<file path="src/rtl/skip_pkg.sv">
// Shared types and width helpers for the clock-skip generator/decoder pair.
package skip_pkg;

   typedef enum logic [1:0] {IDLE, LEARN, VERIFY, LOCKED} skip_state_t;

   // Slot index width; a 2-slot ring still needs one bit.
   function automatic int slotw(input int len);
      return (len > 2) ? $clog2(len) : 1;
   endfunction

   // Width able to hold a count from 0 to len inclusive.
   function automatic int cntw(input int len);
      return $clog2(len + 1);
   endfunction

endpackage

</file>
<file path="src/rtl/skip_slotctr.sv">
// Ring slot tracker: current-slot selection, slot counter and phase check.
module skip_slotctr
   import skip_pkg::*;
#(
   parameter int LEN = 16,
   localparam int SLOTW = slotw(LEN)
) (
   input  logic             CLK,
   input  logic             RST,
   input  logic             EN,
   input  logic             B0,
   input  logic             CHK,
   input  logic             ADV,
   input  logic             CLR,
   output logic [SLOTW-1:0] SLOT,
   output logic             PERR,
   output logic             LAST
);

   logic [SLOTW-1:0] cnt;

   assign SLOT = B0 ? '0 : cnt;
   assign LAST = (SLOT == SLOTW'(LEN - 1));
   assign PERR = EN && CHK && (B0 ? (cnt != '0) : (cnt == '0));

   always_ff @(posedge CLK) begin
      if (RST || CLR)
         cnt <= '0;
      else if (ADV)
         cnt <= LAST ? '0 : SLOT + SLOTW'(1);
   end

endmodule

</file>
<file path="src/rtl/skip_decoder.sv">
// Learns the generator's skip mask from observed pulses, then verifies it every revolution.
module skip_decoder
   import skip_pkg::*;
#(
   parameter int LEN  = 16,
   parameter int ERRW = 8,
   localparam int SLOTW = slotw(LEN),
   localparam int CNTW  = cntw(LEN)
) (
   input  logic            CLK,
   input  logic            RST,
   input  logic            EN,
   input  logic            B0,
   input  logic            V,
   output logic [LEN-1:0]  MASK_Q,
   output logic [CNTW-1:0] NPASS,
   output logic            LOCK,
   output logic            ERR,
   output logic [ERRW-1:0] ERRCNT
);

   skip_state_t      state, state_d;
   logic [LEN-1:0]   shadow, shadow_d, mask_d;
   logic [CNTW-1:0]  pacc, pacc_d, npass_d, vext;
   logic             lock_d, err_d, adv, clr, s;
   logic [SLOTW-1:0] slot;
   logic             perr, last;

   skip_slotctr #(.LEN(LEN)) u_slotctr (
      .CLK  (CLK),
      .RST  (RST),
      .EN   (EN),
      .B0   (B0),
      .CHK  (state != IDLE),
      .ADV  (adv),
      .CLR  (clr),
      .SLOT (slot),
      .PERR (perr),
      .LAST (last)
   );

   assign s    = ~V;
   assign vext = CNTW'(V);

   always_comb begin
      state_d  = state;
      shadow_d = shadow;
      pacc_d   = pacc;
      mask_d   = MASK_Q;
      npass_d  = NPASS;
      lock_d   = LOCK;
      err_d    = 1'b0;
      adv      = 1'b0;
      clr      = 1'b0;
      if (!EN) begin
         // Spurious skip while the ring is paused: flag it, keep the lock.
         err_d = ~V;
      end else begin
         unique case (state)
            IDLE: begin
               if (B0) begin
                  shadow_d[0] = s;
                  pacc_d      = vext;
                  adv         = 1'b1;
                  state_d     = LEARN;
               end
            end
            LEARN: begin
               if (perr) begin
                  err_d   = 1'b1;
                  lock_d  = 1'b0;
                  clr     = 1'b1;
                  state_d = IDLE;
               end else begin
                  shadow_d[slot] = s;
                  pacc_d         = pacc + vext;
                  adv            = 1'b1;
                  if (last) begin
                     mask_d  = shadow_d;
                     npass_d = pacc_d;
                     state_d = VERIFY;
                  end
               end
            end
            VERIFY, LOCKED: begin
               if (perr || (s != MASK_Q[slot])) begin
                  err_d   = 1'b1;
                  lock_d  = 1'b0;
                  clr     = 1'b1;
                  state_d = IDLE;
               end else begin
                  adv = 1'b1;
                  if (last && (state == VERIFY)) begin
                     lock_d  = 1'b1;
                     state_d = LOCKED;
                  end
               end
            end
            default: state_d = IDLE;
         endcase
      end
   end

   always_ff @(posedge CLK) begin
      if (RST) begin
         state  <= IDLE;
         shadow <= '0;
         pacc   <= '0;
         MASK_Q <= '0;
         NPASS  <= '0;
         LOCK   <= 1'b0;
         ERR    <= 1'b0;
         ERRCNT <= '0;
      end else begin
         state  <= state_d;
         shadow <= shadow_d;
         pacc   <= pacc_d;
         MASK_Q <= mask_d;
         NPASS  <= npass_d;
         LOCK   <= lock_d;
         ERR    <= err_d;
         if (err_d && (ERRCNT != '1))
            ERRCNT <= ERRCNT + ERRW'(1);
      end
   end

endmodule

</file>
<file path="config.mk">
export PLATFORM = sky130hd
export DESIGN_NAME = skip_decoder
export DESIGN_NICKNAME = d
export VERILOG_FILES = /design/src/rtl/skip_pkg.sv /design/src/rtl/skip_slotctr.sv /design/src/rtl/skip_decoder.sv
export SDC_FILE = /design/constraint.sdc
export NUM_CORES = 1
export LEC_CHECK = 0
export CORE_MARGIN = 8
export CORE_UTILIZATION = 50
export DETAILED_ROUTE_END_ITERATION = 6
export GPL_TIMING_DRIVEN = 0
export PLACE_DENSITY = 0.81
export SLEW_MARGIN = 10
export SYNTH_ARGS = -nofsm -noshare
export SYNTH_HDL_FRONTEND = slang
export SYNTH_SLANG_ARGS = --single-unit
</file>
<file path="constraint.sdc">
create_clock -name CLK -period 2.3 [get_ports CLK]
set_input_delay 0.345 -clock CLK [delete_from_list [all_inputs] [get_ports CLK]]
set_output_delay 0.345 -clock CLK [all_outputs]
set_load 0.01 [all_outputs]
</file>
==> metrics.csv <==
metric;value;unit
finish.net_count;456;
final_util;66.93;%
status;finished with violations;
peakVddDrop;0.3815;mV
regArea;0.001152;mm^2
slowest_delay;0.38;ns
holdWs;0.4528;ns
vias_per_cell;6.164;
ios;36;
post-route-min-period;2.314;ns
syn_area;0.003065;mm^2
clk_pin_slew;0.07;ns
net-switching-power;607.5;uW
timing.critical_path.fanout_max;8;
synth_flop_cell;sky130_fd_sc_hd__dfxtp_1;
fp.coreArea;0.005921;mm^2
worstReg2RegStart;u_slotctr.cnt[1];
post_synth_inst_count;392;
antenna-diode-count;0;
synthesis.nets;404;
num-fill-cells;468;
setup.worst_path.start_class;flop;
grt_antenna_before_repair;1;
slew_headroom;55.17;%
floorplan.die.width;94.30;um
path_delay_family;simple AND/OR/NAND/NOR gates;
end_kind;flop;
clockPowerShare;45.8;%
timing.critical_path.buf_inv;2;
cts.path.max_buffers;2;
path_cells;buf_8, buf_4, nor3b_2, o21ai_1, a32o_1, a211oi_2, or2_4, or3b_1, a211oi_2;
yosysSeqAreaShare;37.22;%
layout_cell_share_with_drive_strength_beyond_1;16.26;%
finalHoldViolations;0;
gp_routability_congestion;0.9061;
worst_ep_arrival_time;2.58;ns
startpoint;u_slotctr.cnt[1];
htree_num_levels;3;
layout_worst_path_cycle_share;100.6;%
synth_largest_area_cell;sky130_fd_sc_hd__dfxtp_1;
sw_frac_of_total;25.57;%
buffer_ports.inserted;35;
synth-edff-count;0;
initial_core_util;51.78;%
insertion_delay;0.34;ns
num_rows;28;
ant_nets;0;
groute.usage.overall;21.17;%
power_leakage;1.345;nW
worst_pin_slew;0.6680;ns
postSynthAreaPerCell;7.820;um^2
r2r.worst_path.cells;9;
asyncSetResetFlopFracSynth;0;%
gr-total-overflow;0;
setup.reg_to_reg.worst_slack;-0.01;ns
fp.dieArea;0.008892;mm^2
power.internal;1.768;mW
tritoncts.num_buffers;9;
critical_path.reg2reg.endpoint;ERRCNT[6];
clock_sinks;57;
wire_length_of_the_first_global_routing_pass;14900;um
holdBufCountCts;0;
fmax;432.1;MHz
cpMostUsedCell;sky130_fd_sc_hd__a211oi_2;
p_comb_share;11.5;%
cp.depth;9;
path_class;reg2reg;
min-delay-path-class;reg2reg;
detailedRoute.firstIterationViolations;194;
ff_latch_count_synth;57;
number_of_global_route_vias_before_repair;3055;
worst_ep_required_time;2.57;ns
finalInstanceArea;0.003963;mm^2
detailed_place.area;0.003511;mm^2
hp_start;shadow[9];
finalSetupViolations;1;
multi_input_area;0.001907;mm^2
power_density_relative_to_cell_area;599.5;mW/mm^2
fin_worst_skew;0.01106;ns
violations;setup timing;
die_y;94.30;um
crit_path_end;ERRCNT[6];
pwr-share-seq;42.7;%
area_delta_synth_final;29.27;%
yosys-top-cells-area;sky130_fd_sc_hd__dfxtp_1 (37%), sky130_fd_sc_hd__a21oi_1 (9.3%), sky130_fd_sc_hd__nand2_1 (7.5%);
setup_ws;-0.01435;ns
total_power;2.376;mW
netlist-cell-type-count;57;
finalMaxSlewViolations;0;
pin_count_of_the_biggest_net_entering_global_routing;11;
tritoncts;yes;
route.detailed.drc;0;
route.vias.total;3230;
cp_slowest_cell;sky130_fd_sc_hd__dfxtp_4;
cts_root_buffer;sky130_fd_sc_hd__clkbuf_8;
detail_route.wl_per_cell;18.05;um
maxCapViolCount;0;
detail_route.wirelength;9460;um
yosys_warnings;0;
firstDrtPassIters;5;
dpl_hpwl;6183;um
netlist.area_leader.share;37.22;%
cells by family (layout without fill, tap and decap cells):
logic type	after synthesis	in the layout	synth area share [%]
AND/OR/NAND/NOR	154	154	24.57
buffers and inverters	38	95	5.347
AO/OA/AOI/OAI	118	118	24.29
adder cells (fa/ha/maj)	7	7	2.857
XOR/XNOR	8	8	2.286
multiplexers	10	10	3.429
flip-flops	57	57	37.22
placed cells by master (no fill, tap or decap), types with 4 or more instances in the layout:
master                            netlist  routed
sky130_fd_sc_hd__mux2i_1                6       6
sky130_fd_sc_hd__nand3_1               13      12
sky130_fd_sc_hd__o21ai_0                8       5
sky130_fd_sc_hd__dfxtp_1               57      54
sky130_fd_sc_hd__a31oi_1               13      13
sky130_fd_sc_hd__ha_1                   7       7
sky130_fd_sc_hd__clkdlybuf4s50_1        0      34
sky130_fd_sc_hd__inv_1                  8       8
sky130_fd_sc_hd__nor2b_1                9       7
sky130_fd_sc_hd__a211oi_1               6       4
sky130_fd_sc_hd__xnor2_1                7       6
sky130_fd_sc_hd__buf_4                  0       9
sky130_fd_sc_hd__nand2_1               61      61
sky130_fd_sc_hd__a21oi_1               57      56
sky130_fd_sc_hd__a311oi_1              10       9
sky130_fd_sc_hd__nor2_1                32      30
sky130_fd_sc_hd__nand2b_1               6       6
sky130_fd_sc_hd__clkbuf_8               0      11
sky130_fd_sc_hd__clkbuf_1              20      18
sky130_fd_sc_hd__nor3_1                 5       5
sky130_fd_sc_hd__clkbuf_2               1       4
power by group through the flow:
stage | clock, mW | combinational, mW | sequential, mW
after floorplan | 0 | 0.156 | 1.04
after global placement | 0 | 0.224 | 1.04
after detailed placement | 0 | 0.230 | 1.04
after CTS | 1.10 | 0.245 | 1.02
after global routing | 1.15 | 0.293 | 1.02
final | 1.09 | 0.272 | 1.02
cells in the mapped netlist (all sizes together) (2+ instances only):
cell type   n
o21a        2
mux2i       6
a211oi      6
and2        5
dfxtp      57
a31o        2
buf         9
a32oi       3
ha          7
inv         8
and3        4
o21ai       9
xnor2       7
nor2       32
nor3b       3
a21oi      57
nand2b      6
nand3      14
a31oi      13
or4         2
clkbuf     21
o21bai      2
mux2        4
o31ai       2
nor3        7
nand3b      2
nand2      61
nor2b       9
nor4        4
a311oi     10
sequential cells by signal, summed over array words and instances, names as in the netlist:
register       count
LOCK               1
shadow            15
state              2
ERRCNT             8
pacc               5
ERR                1
MASK_Q            16
u_slotctr.cnt      4
NPASS              5
worst min path at each step:
stage / to / cells after the start
2_1_floorplan: shadow[10] / 2
3_3_place_gp: shadow[7] / 2
3_5_place_dp: NPASS[1] / 2
4_1_cts: NPASS[1] / 2
5_1_grt: shadow[2] / 2
6_report: shadow[9] / 2
area by class of cell:
cell class,instances,share of cell area [%]
well taps,75,2.368
multi-input cells,297,48.12
clock buffers,12,3.915
plain buffers,28,3.631
repair buffers,43,10.23
clock inverters,4,1.895
flip-flops and latches,57,29.08
inverters,8,0.7578
metal layers:
metal | wire [um] | global-route usage, % | vias up | part of all wire, %
met2 | 4635 | 34.24 | 175 | 49
met5 | 0 | 0 | - | 0
met4 | 327 | 12.02 | 0 | 3.5
met1 | 3753 | 24.80 | 1514 | 40
met3 | 744 | 5.596 | 32 | 7.9
li1 | - | - | 1509 | -
worst register-to-register path: stages (launching register included):
cell and delay (ns):
sky130_fd_sc_hd__dfxtp_4 0.38, sky130_fd_sc_hd__buf_8 0.14, sky130_fd_sc_hd__buf_4 0.14, sky130_fd_sc_hd__nor3b_2 0.14, sky130_fd_sc_hd__o21ai_1 0.23, sky130_fd_sc_hd__a32o_1 0.24
sky130_fd_sc_hd__a211oi_2 0.12, sky130_fd_sc_hd__or2_4 0.29, sky130_fd_sc_hd__or3b_1 0.38, sky130_fd_sc_hd__a211oi_2 0.20
stage by stage:
step           std cells  worst slack [ns]  TNS [ns]
4_1_cts              517          0.001870         0
3_3_place_gp         502           -0.7822    -24.72
6_report             524          -0.01435  -0.01435
5_1_grt              524          -0.08838   -0.3669
3_5_place_dp         502           -0.8073    -26.00
2_1_floorplan        392          0.008812         0
what timing repair did:
item                                    in CTS  in global routing
resized for setup                           28                 25
gates cloned                                 0                  0
endpoints found under the setup margin      40                 38
buffers inserted                             0                  8
endpoints found under the hold margin        0                  0
pin swaps                                    4                  7
Note: power is estimated with default switching activity, not from simulation.
